## config.mk

```make
export PLATFORM = sky130hd
export DESIGN_NAME = alu_issue_arbiter
export DESIGN_NICKNAME = d
export VERILOG_FILES = /design/src/rtl/alu_issue_arbiter.sv
export SDC_FILE = /design/constraint.sdc
export NUM_CORES = 1
export LEC_CHECK = 0
export CAP_MARGIN = 20
export CORE_AREA = 2 2 139 141
export CTS_CLUSTER_SIZE = 14
export DETAILED_ROUTE_END_ITERATION = 7
export DIE_AREA = 0 0 141 143
export HOLD_SLACK_MARGIN = 0.12
export PLACE_DENSITY_LB_ADDON = 0.05
export REMOVE_ABC_BUFFERS = 1
export SLEW_MARGIN = 25
export SYNTH_ARGS = -nofsm -noshare
export SYNTH_HDL_FRONTEND = slang
export SYNTH_SLANG_ARGS = --single-unit
```

## constraint.sdc

```tcl
create_clock -name clk -period 2.1 [get_ports clk]
set_input_delay 0.42 -clock clk [delete_from_list [all_inputs] [get_ports clk]]
set_output_delay 0.42 -clock clk [all_outputs]
set_load 0.03 [all_outputs]
```

## src/rtl/alu_issue_arbiter.sv

```systemverilog
// Round-robin issue arbiter sharing one ALU between two requesters, with a
// latency tracker that serialises writebacks. Optional perf counters: ALU_ISSUE_ARB_PERF_EN.
module alu_issue_arbiter #(
  parameter int WIDTH   = 32,
  parameter int TAG_W   = 4,
  parameter int MUL_LAT = 3
) (
  input  logic             clk,
  input  logic             rst,
  input  logic             req0_valid,
  output logic             req0_ready,
  input  logic [6:0]       req0_op,
  input  logic [WIDTH-1:0] req0_a,
  input  logic [WIDTH-1:0] req0_b,
  input  logic [TAG_W-1:0] req0_tag,
  input  logic             req1_valid,
  output logic             req1_ready,
  input  logic [6:0]       req1_op,
  input  logic [WIDTH-1:0] req1_a,
  input  logic [WIDTH-1:0] req1_b,
  input  logic [TAG_W-1:0] req1_tag,
  output logic [6:0]       alu_op,
  output logic [WIDTH-1:0] alu_operand1,
  output logic [WIDTH-1:0] alu_operand2,
  input  logic [WIDTH-1:0] alu_result,
  output logic             wb_valid,
  output logic             wb_src,
  output logic [TAG_W-1:0] wb_tag,
  output logic [WIDTH-1:0] wb_data,
  output logic             busy,
  output logic [31:0]      perf_issue_cnt,
  output logic [31:0]      perf_stall_cnt
);

  localparam logic [6:0] OP_MUL  = 7'b0000010;
  localparam logic [6:0] OP_IDLE = 7'b0000000;

  function automatic logic f_is_mul(input logic [6:0] op);
    return (op == OP_MUL);
  endfunction

  logic             r_slot_v   [1:MUL_LAT];
  logic             r_slot_src [1:MUL_LAT];
  logic [TAG_W-1:0] r_slot_tag [1:MUL_LAT];
  logic [6:0]       r_alu_op;
  logic [WIDTH-1:0] r_alu_a;
  logic [WIDTH-1:0] r_alu_b;
  logic             r_rr_last;

  logic             w_slot1_next;
  logic             w_elig0;
  logic             w_elig1;
  logic             w_grant0;
  logic             w_grant1;
  logic             w_iss_src;
  logic             w_iss_mul;
  logic [6:0]       w_iss_op;
  logic [WIDTH-1:0] w_iss_a;
  logic [WIDTH-1:0] w_iss_b;
  logic [TAG_W-1:0] w_iss_tag;
  logic             w_busy;

  // slot[2] becomes slot[1] at the next edge, so it is what a single op would collide with
  assign w_slot1_next = r_slot_v[2];
  assign w_elig0 = req0_valid & (f_is_mul(req0_op) | ~w_slot1_next);
  assign w_elig1 = req1_valid & (f_is_mul(req1_op) | ~w_slot1_next);

  // Round-robin grant among eligible requesters
  always_comb begin
    w_grant0 = 1'b0;
    w_grant1 = 1'b0;
    if (w_elig0 && (!w_elig1 || r_rr_last)) begin
      w_grant0 = 1'b1;
    end else if (w_elig1) begin
      w_grant1 = 1'b1;
    end else begin
      w_grant0 = 1'b0;
      w_grant1 = 1'b0;
    end
  end

  // Select the granted request's fields
  always_comb begin
    w_iss_src = 1'b0;
    w_iss_op  = req0_op;
    w_iss_a   = req0_a;
    w_iss_b   = req0_b;
    w_iss_tag = req0_tag;
    if (w_grant1) begin
      w_iss_src = 1'b1;
      w_iss_op  = req1_op;
      w_iss_a   = req1_a;
      w_iss_b   = req1_b;
      w_iss_tag = req1_tag;
    end else begin
      w_iss_src = 1'b0;
    end
  end

  assign w_iss_mul  = f_is_mul(w_iss_op);
  assign req0_ready = w_grant0;
  assign req1_ready = w_grant1;

  // Tracker shift, issue registers and round-robin pointer
  always_ff @(posedge clk or negedge rst) begin
    if (!rst) begin
      for (int k = 1; k <= MUL_LAT; k++) begin
        r_slot_v[k]   <= 1'b0;
        r_slot_src[k] <= 1'b0;
        r_slot_tag[k] <= '0;
      end
      r_alu_op  <= OP_IDLE;
      r_alu_a   <= '0;
      r_alu_b   <= '0;
      r_rr_last <= 1'b1;
    end else begin
      for (int k = 1; k < MUL_LAT; k++) begin
        r_slot_v[k]   <= r_slot_v[k+1];
        r_slot_src[k] <= r_slot_src[k+1];
        r_slot_tag[k] <= r_slot_tag[k+1];
      end
      r_slot_v[MUL_LAT]   <= 1'b0;
      r_slot_src[MUL_LAT] <= 1'b0;
      r_slot_tag[MUL_LAT] <= '0;
      if (w_grant0 || w_grant1) begin
        r_alu_op  <= w_iss_op;
        r_alu_a   <= w_iss_a;
        r_alu_b   <= w_iss_b;
        r_rr_last <= w_iss_src;
        if (w_iss_mul) begin
          r_slot_v[MUL_LAT]   <= 1'b1;
          r_slot_src[MUL_LAT] <= w_iss_src;
          r_slot_tag[MUL_LAT] <= w_iss_tag;
        end else begin
          r_slot_v[1]   <= 1'b1;
          r_slot_src[1] <= w_iss_src;
          r_slot_tag[1] <= w_iss_tag;
        end
      end else begin
        r_alu_op <= OP_IDLE;
      end
    end
  end

  // Busy is any tracker slot occupied
  always_comb begin
    w_busy = 1'b0;
    for (int k = 1; k <= MUL_LAT; k++) begin
      w_busy = w_busy | r_slot_v[k];
    end
  end

  assign alu_op       = r_alu_op;
  assign alu_operand1 = r_alu_a;
  assign alu_operand2 = r_alu_b;
  assign wb_valid     = r_slot_v[1];
  assign wb_src       = r_slot_src[1];
  assign wb_tag       = r_slot_tag[1];
  assign wb_data      = r_slot_v[1] ? alu_result : '0;
  assign busy         = w_busy;

`ifdef ALU_ISSUE_ARB_PERF_EN
  logic [31:0] r_perf_issue;
  logic [31:0] r_perf_stall;
  logic        w_stall;

  assign w_stall = (req0_valid & ~w_grant0) | (req1_valid & ~w_grant1);

  // Issue and stall counters, free-running modulo 2^32
  always_ff @(posedge clk or negedge rst) begin
    if (!rst) begin
      r_perf_issue <= 32'd0;
      r_perf_stall <= 32'd0;
    end else begin
      if (w_grant0 || w_grant1) begin
        r_perf_issue <= r_perf_issue + 32'd1;
      end else begin
        r_perf_issue <= r_perf_issue;
      end
      if (w_stall) begin
        r_perf_stall <= r_perf_stall + 32'd1;
      end else begin
        r_perf_stall <= r_perf_stall;
      end
    end
  end

  assign perf_issue_cnt = r_perf_issue;
  assign perf_stall_cnt = r_perf_stall;
`else
  assign perf_issue_cnt = 32'd0;
  assign perf_stall_cnt = 32'd0;
`endif

endmodule
```

==> metrics.txt <==
instance area after placement 7570 um^2; post-route core utilization between 40% and 50%; CTS root buffer sky130_fd_sc_hd__clkbuf_16; cells after synthesis 465; fraction of layout instances using a drive strength above 1 12.5%; vias in the first global route 4011; post-synth top area share 49.7%; DRC marker count from the first detailed-route iteration 94; final estimated routing congestion in global placement 0.747; most instantiated library cell after synthesis sky130_fd_sc_hd__nand2_1; most frequent cells after synthesis sky130_fd_sc_hd__nand2_1, sky130_fd_sc_hd__dfrtp_1, sky130_fd_sc_hd__buf_4; CTS Sinks 90; vias per cell 4.13; Setup crit start kind input port; clock tree buffer depth 2; Starting Density 24.1%; tightest slew margin relative to the limit 64.6%; count of maximum capacitance violations 0; maximum operating frequency 0.489 GHz; final standard cell area without fillers a little under 8000 um^2; leading register cell type out of synthesis sky130_fd_sc_hd__dfrtp_1; share of the clock period used by the worst path after layout a little over nine tenths; Die Y-Extent 143 um; number of max-slew violations in the final report 0; register-to-register path setup slack 0.26 ns; start-to-end type of the worst setup path in2out; clock transition at the registers of the reported paths 0.06 ns; number of endpoints failing setup at the final stage 0; Leakage 3.68 nW; Total Die Area about 20000 um^2; Period minus WS final 2.04 ns; count of standard-cell rows 50; port bufs 297; data arrival time of the critical path 1.62 ns; area added between synthesis and finish 77.1%; vias after detailed routing 4209; count of pins on the block boundary 362; number of nets in the final layout just under 1k; sequential area share after synthesis 50.2%; count of flip-flops with a built-in enable after synthesis 0; worst path cell trace dlygate4sd2_1 -> nor4_4 -> buf_4 -> a22o_4 -> buf_4 -> a21oi_4 -> buf_6; number of warning messages in the yosys log 0; instance count along the most critical hold path 0; post-detailed-route count of antenna-violating nets 0; WP depth 7; pin count of the biggest net entering global routing 44; H-Tree Level Count 3; Die Wd 141 um; Max Clock Skew about 0.0082 ns; CP dominant cell by count sky130_fd_sc_hd__buf_4; clock insertion delay at the later pin of the skew report 0.35 ns; global router's overall resource usage 15.2%; pre-CTS setup slack -0.490 ns; unrepaired setup endpoints after global routing no; r2r endpoint alu_op[3]; total wirelength of the detailed-routed design between 15000 and 20000 um; Yosys reg bits 90; post-synthesis area per instance 9.65 um^2; sequential cell area 2250 um^2; post-synthesis instance area around 4500 um^2; cell types occupying the most area after synthesis sky130_fd_sc_hd__dfrtp_1, sky130_fd_sc_hd__buf_4, sky130_fd_sc_hd__nand2_1; PnR worst setup slack 0.0551 ns; Largest stage delay, worst path 0.31 ns; Core Region roughly 19000 um^2; First-pass DRT Iterations 4; aggregate negative setup slack 0 ns; number of distinct library cell variants in the gate-level netlist after synthesis 29; Antenna Diode Count 0; required time of the worst setup path 1.68 ns; hold crit path type reg2reg; CTS tree yes; area of the multi-input gates 1840 um^2; status completed; antenna violations before repair 1; filler cell count in the final layout 1817; critical path peak fanout 3; Setup crit end kind primary output; post-detailed-route DRC marker count 0; number of hold-slack violations in the final timing report 0; clock buffer count from CTS 9; Buf/Inv on CP 4; slowest cell on the critical path sky130_fd_sc_hd__nor4_4; global-route wire length before repair 23200 um; kind of cell with the highest combined delay on the critical path buffers and inverters; start point of the worst hold path r_slot_tag[0]; IR Drop Worst-Case VDD 0.386 mV; transition time at the pin with the least slew margin roughly 0.53 ns; total half-perimeter wirelength after legalization and detailed placement 12300 um; Critical R2R Launch w_slot1_next; leftover overflow at the end of global routing 0; share of async-settable or async-resettable flops after synthesis 100%; destination of the worst hold path r_slot_tag[4]; total power consumption of the routed design between 5 and 6 mW; cell count of the worst reg-to-reg path 8; routed wire length per instance about 15 um; Synth area leader sky130_fd_sc_hd__dfrtp_1; total power per unit cell area between 600 and 700 nW/um^2
## per-layer routing
layer	up-vias	GRT usage (%)	share of wire, %
met1	1938	17.2	38
met4	2	6.00	1.8
met3	20	4.93	8.0
met2	215	26.8	52
met5	-	0	0.077
li1	2034	-	-
## metrics by stage
| stage | hold slack, ns | instances |
|---|---|---|
| 6_report | 0.352 | 1018 |
| 5_1_grt | 0.362 | 1018 |
| 4_1_cts | 0.354 | 1018 |
| 3_5_place_dp | 0.342 | 997 |
| 3_3_place_gp | 0.335 | 997 |
| 2_1_floorplan | 0.124 | 434 |
## layout make-up
cell class	count	share of cell area (%)
Multi-Input combinational cell	336	23.2
Sequential cell	90	28.4
Tap cell	234	3.69
Inverter	8	0.378
Clock buffer	14	3.45
Timing Repair Buffer	335	40.8
Clock inverter	1	0.110
## placed cells by master, fill, tap and decap left out, types with 2 or more instances in the layout
| master | instances |
|---|---|
| sky130_fd_sc_hd__buf_12 | 6 |
| sky130_fd_sc_hd__dfrtp_1 | 88 |
| sky130_fd_sc_hd__clkdlybuf4s15_1 | 2 |
| sky130_fd_sc_hd__nand3_1 | 2 |
| sky130_fd_sc_hd__and2_1 | 32 |
| sky130_fd_sc_hd__dlygate4sd2_1 | 15 |
| sky130_fd_sc_hd__conb_1 | 64 |
| sky130_fd_sc_hd__clkbuf_8 | 3 |
| sky130_fd_sc_hd__clkbuf_1 | 2 |
| sky130_fd_sc_hd__mux2i_1 | 16 |
| sky130_fd_sc_hd__a22oi_1 | 64 |
| sky130_fd_sc_hd__nor2_1 | 12 |
| sky130_fd_sc_hd__buf_6 | 2 |
| sky130_fd_sc_hd__buf_4 | 62 |
| sky130_fd_sc_hd__clkdlybuf4s50_1 | 245 |
| sky130_fd_sc_hd__nand2_1 | 129 |
| sky130_fd_sc_hd__inv_1 | 8 |
| sky130_fd_sc_hd__o21ai_0 | 2 |
| sky130_fd_sc_hd__clkbuf_16 | 9 |
## repair_timing
action                                 in CTS  in global routing
pin swaps                                   7                  4
hold buffers                                1                  0
endpoints found under the hold margin      37                  0
setup buffers                               5                  0
setup endpoints to repair                  79                 11
resized for setup                          29                  6
## worst reg2reg max path, cell delays in order, from the launching register on
cell and delay, ns:
sky130_fd_sc_hd__dfrtp_1 0.38, sky130_fd_sc_hd__inv_1 0.09, sky130_fd_sc_hd__a22o_4 0.26, sky130_fd_sc_hd__buf_4 0.14
sky130_fd_sc_hd__a21oi_4 0.15, sky130_fd_sc_hd__buf_4 0.21, sky130_fd_sc_hd__buf_12 0.22, sky130_fd_sc_hd__mux2i_1 0.22
sky130_fd_sc_hd__nor2_1 0.06
## sequential cells by signal (all words and copies together) (netlist names)
name	flops
alu_operand1	32
alu_operand2	32
r_slot_tag	8
alu_op	7
wb_tag	4
r_slot_src	2
r_rr_last	1
r_slot_v	1
w_slot1_next	1
wb_src	1
wb_valid	1
## how the worst max path moves through the flow
stage / from / endpoint / slack [ns]
floorplan: req1_op[1] / alu_op[0] / -1.38
global placement: req0_op[3] / req0_ready / -0.53
detailed placement: req0_op[3] / alu_operand1[10] / -0.49
CTS: req1_op[0] / req0_ready / 0.01
global route: req0_op[4] / req1_ready / 0.01
finish: req0_op[4] / req1_ready / 0.06
## report_power, final
part | internal (mW) | total [mW] | switching, mW
Sequential | 1.91 | 2.01 | 0.0973
Clock | 0.897 | 1.56 | 0.666
Combinational | 0.866 | 1.94 | 1.07
## cells by family after synthesis
| kind of cell | after synthesis | share of synthesized area [%] |
|---|---|---|
| other | 1 | 0.0836 |
| AOI/OAI and AO/OA | 73 | 12.6 |
| DFF | 90 | 50.2 |
| and+or+nand+nor | 183 | 18.0 |
| muxes | 16 | 3.57 |
| buffers and inverters | 102 | 15.5 |
(Power assumes the default switching activity.)
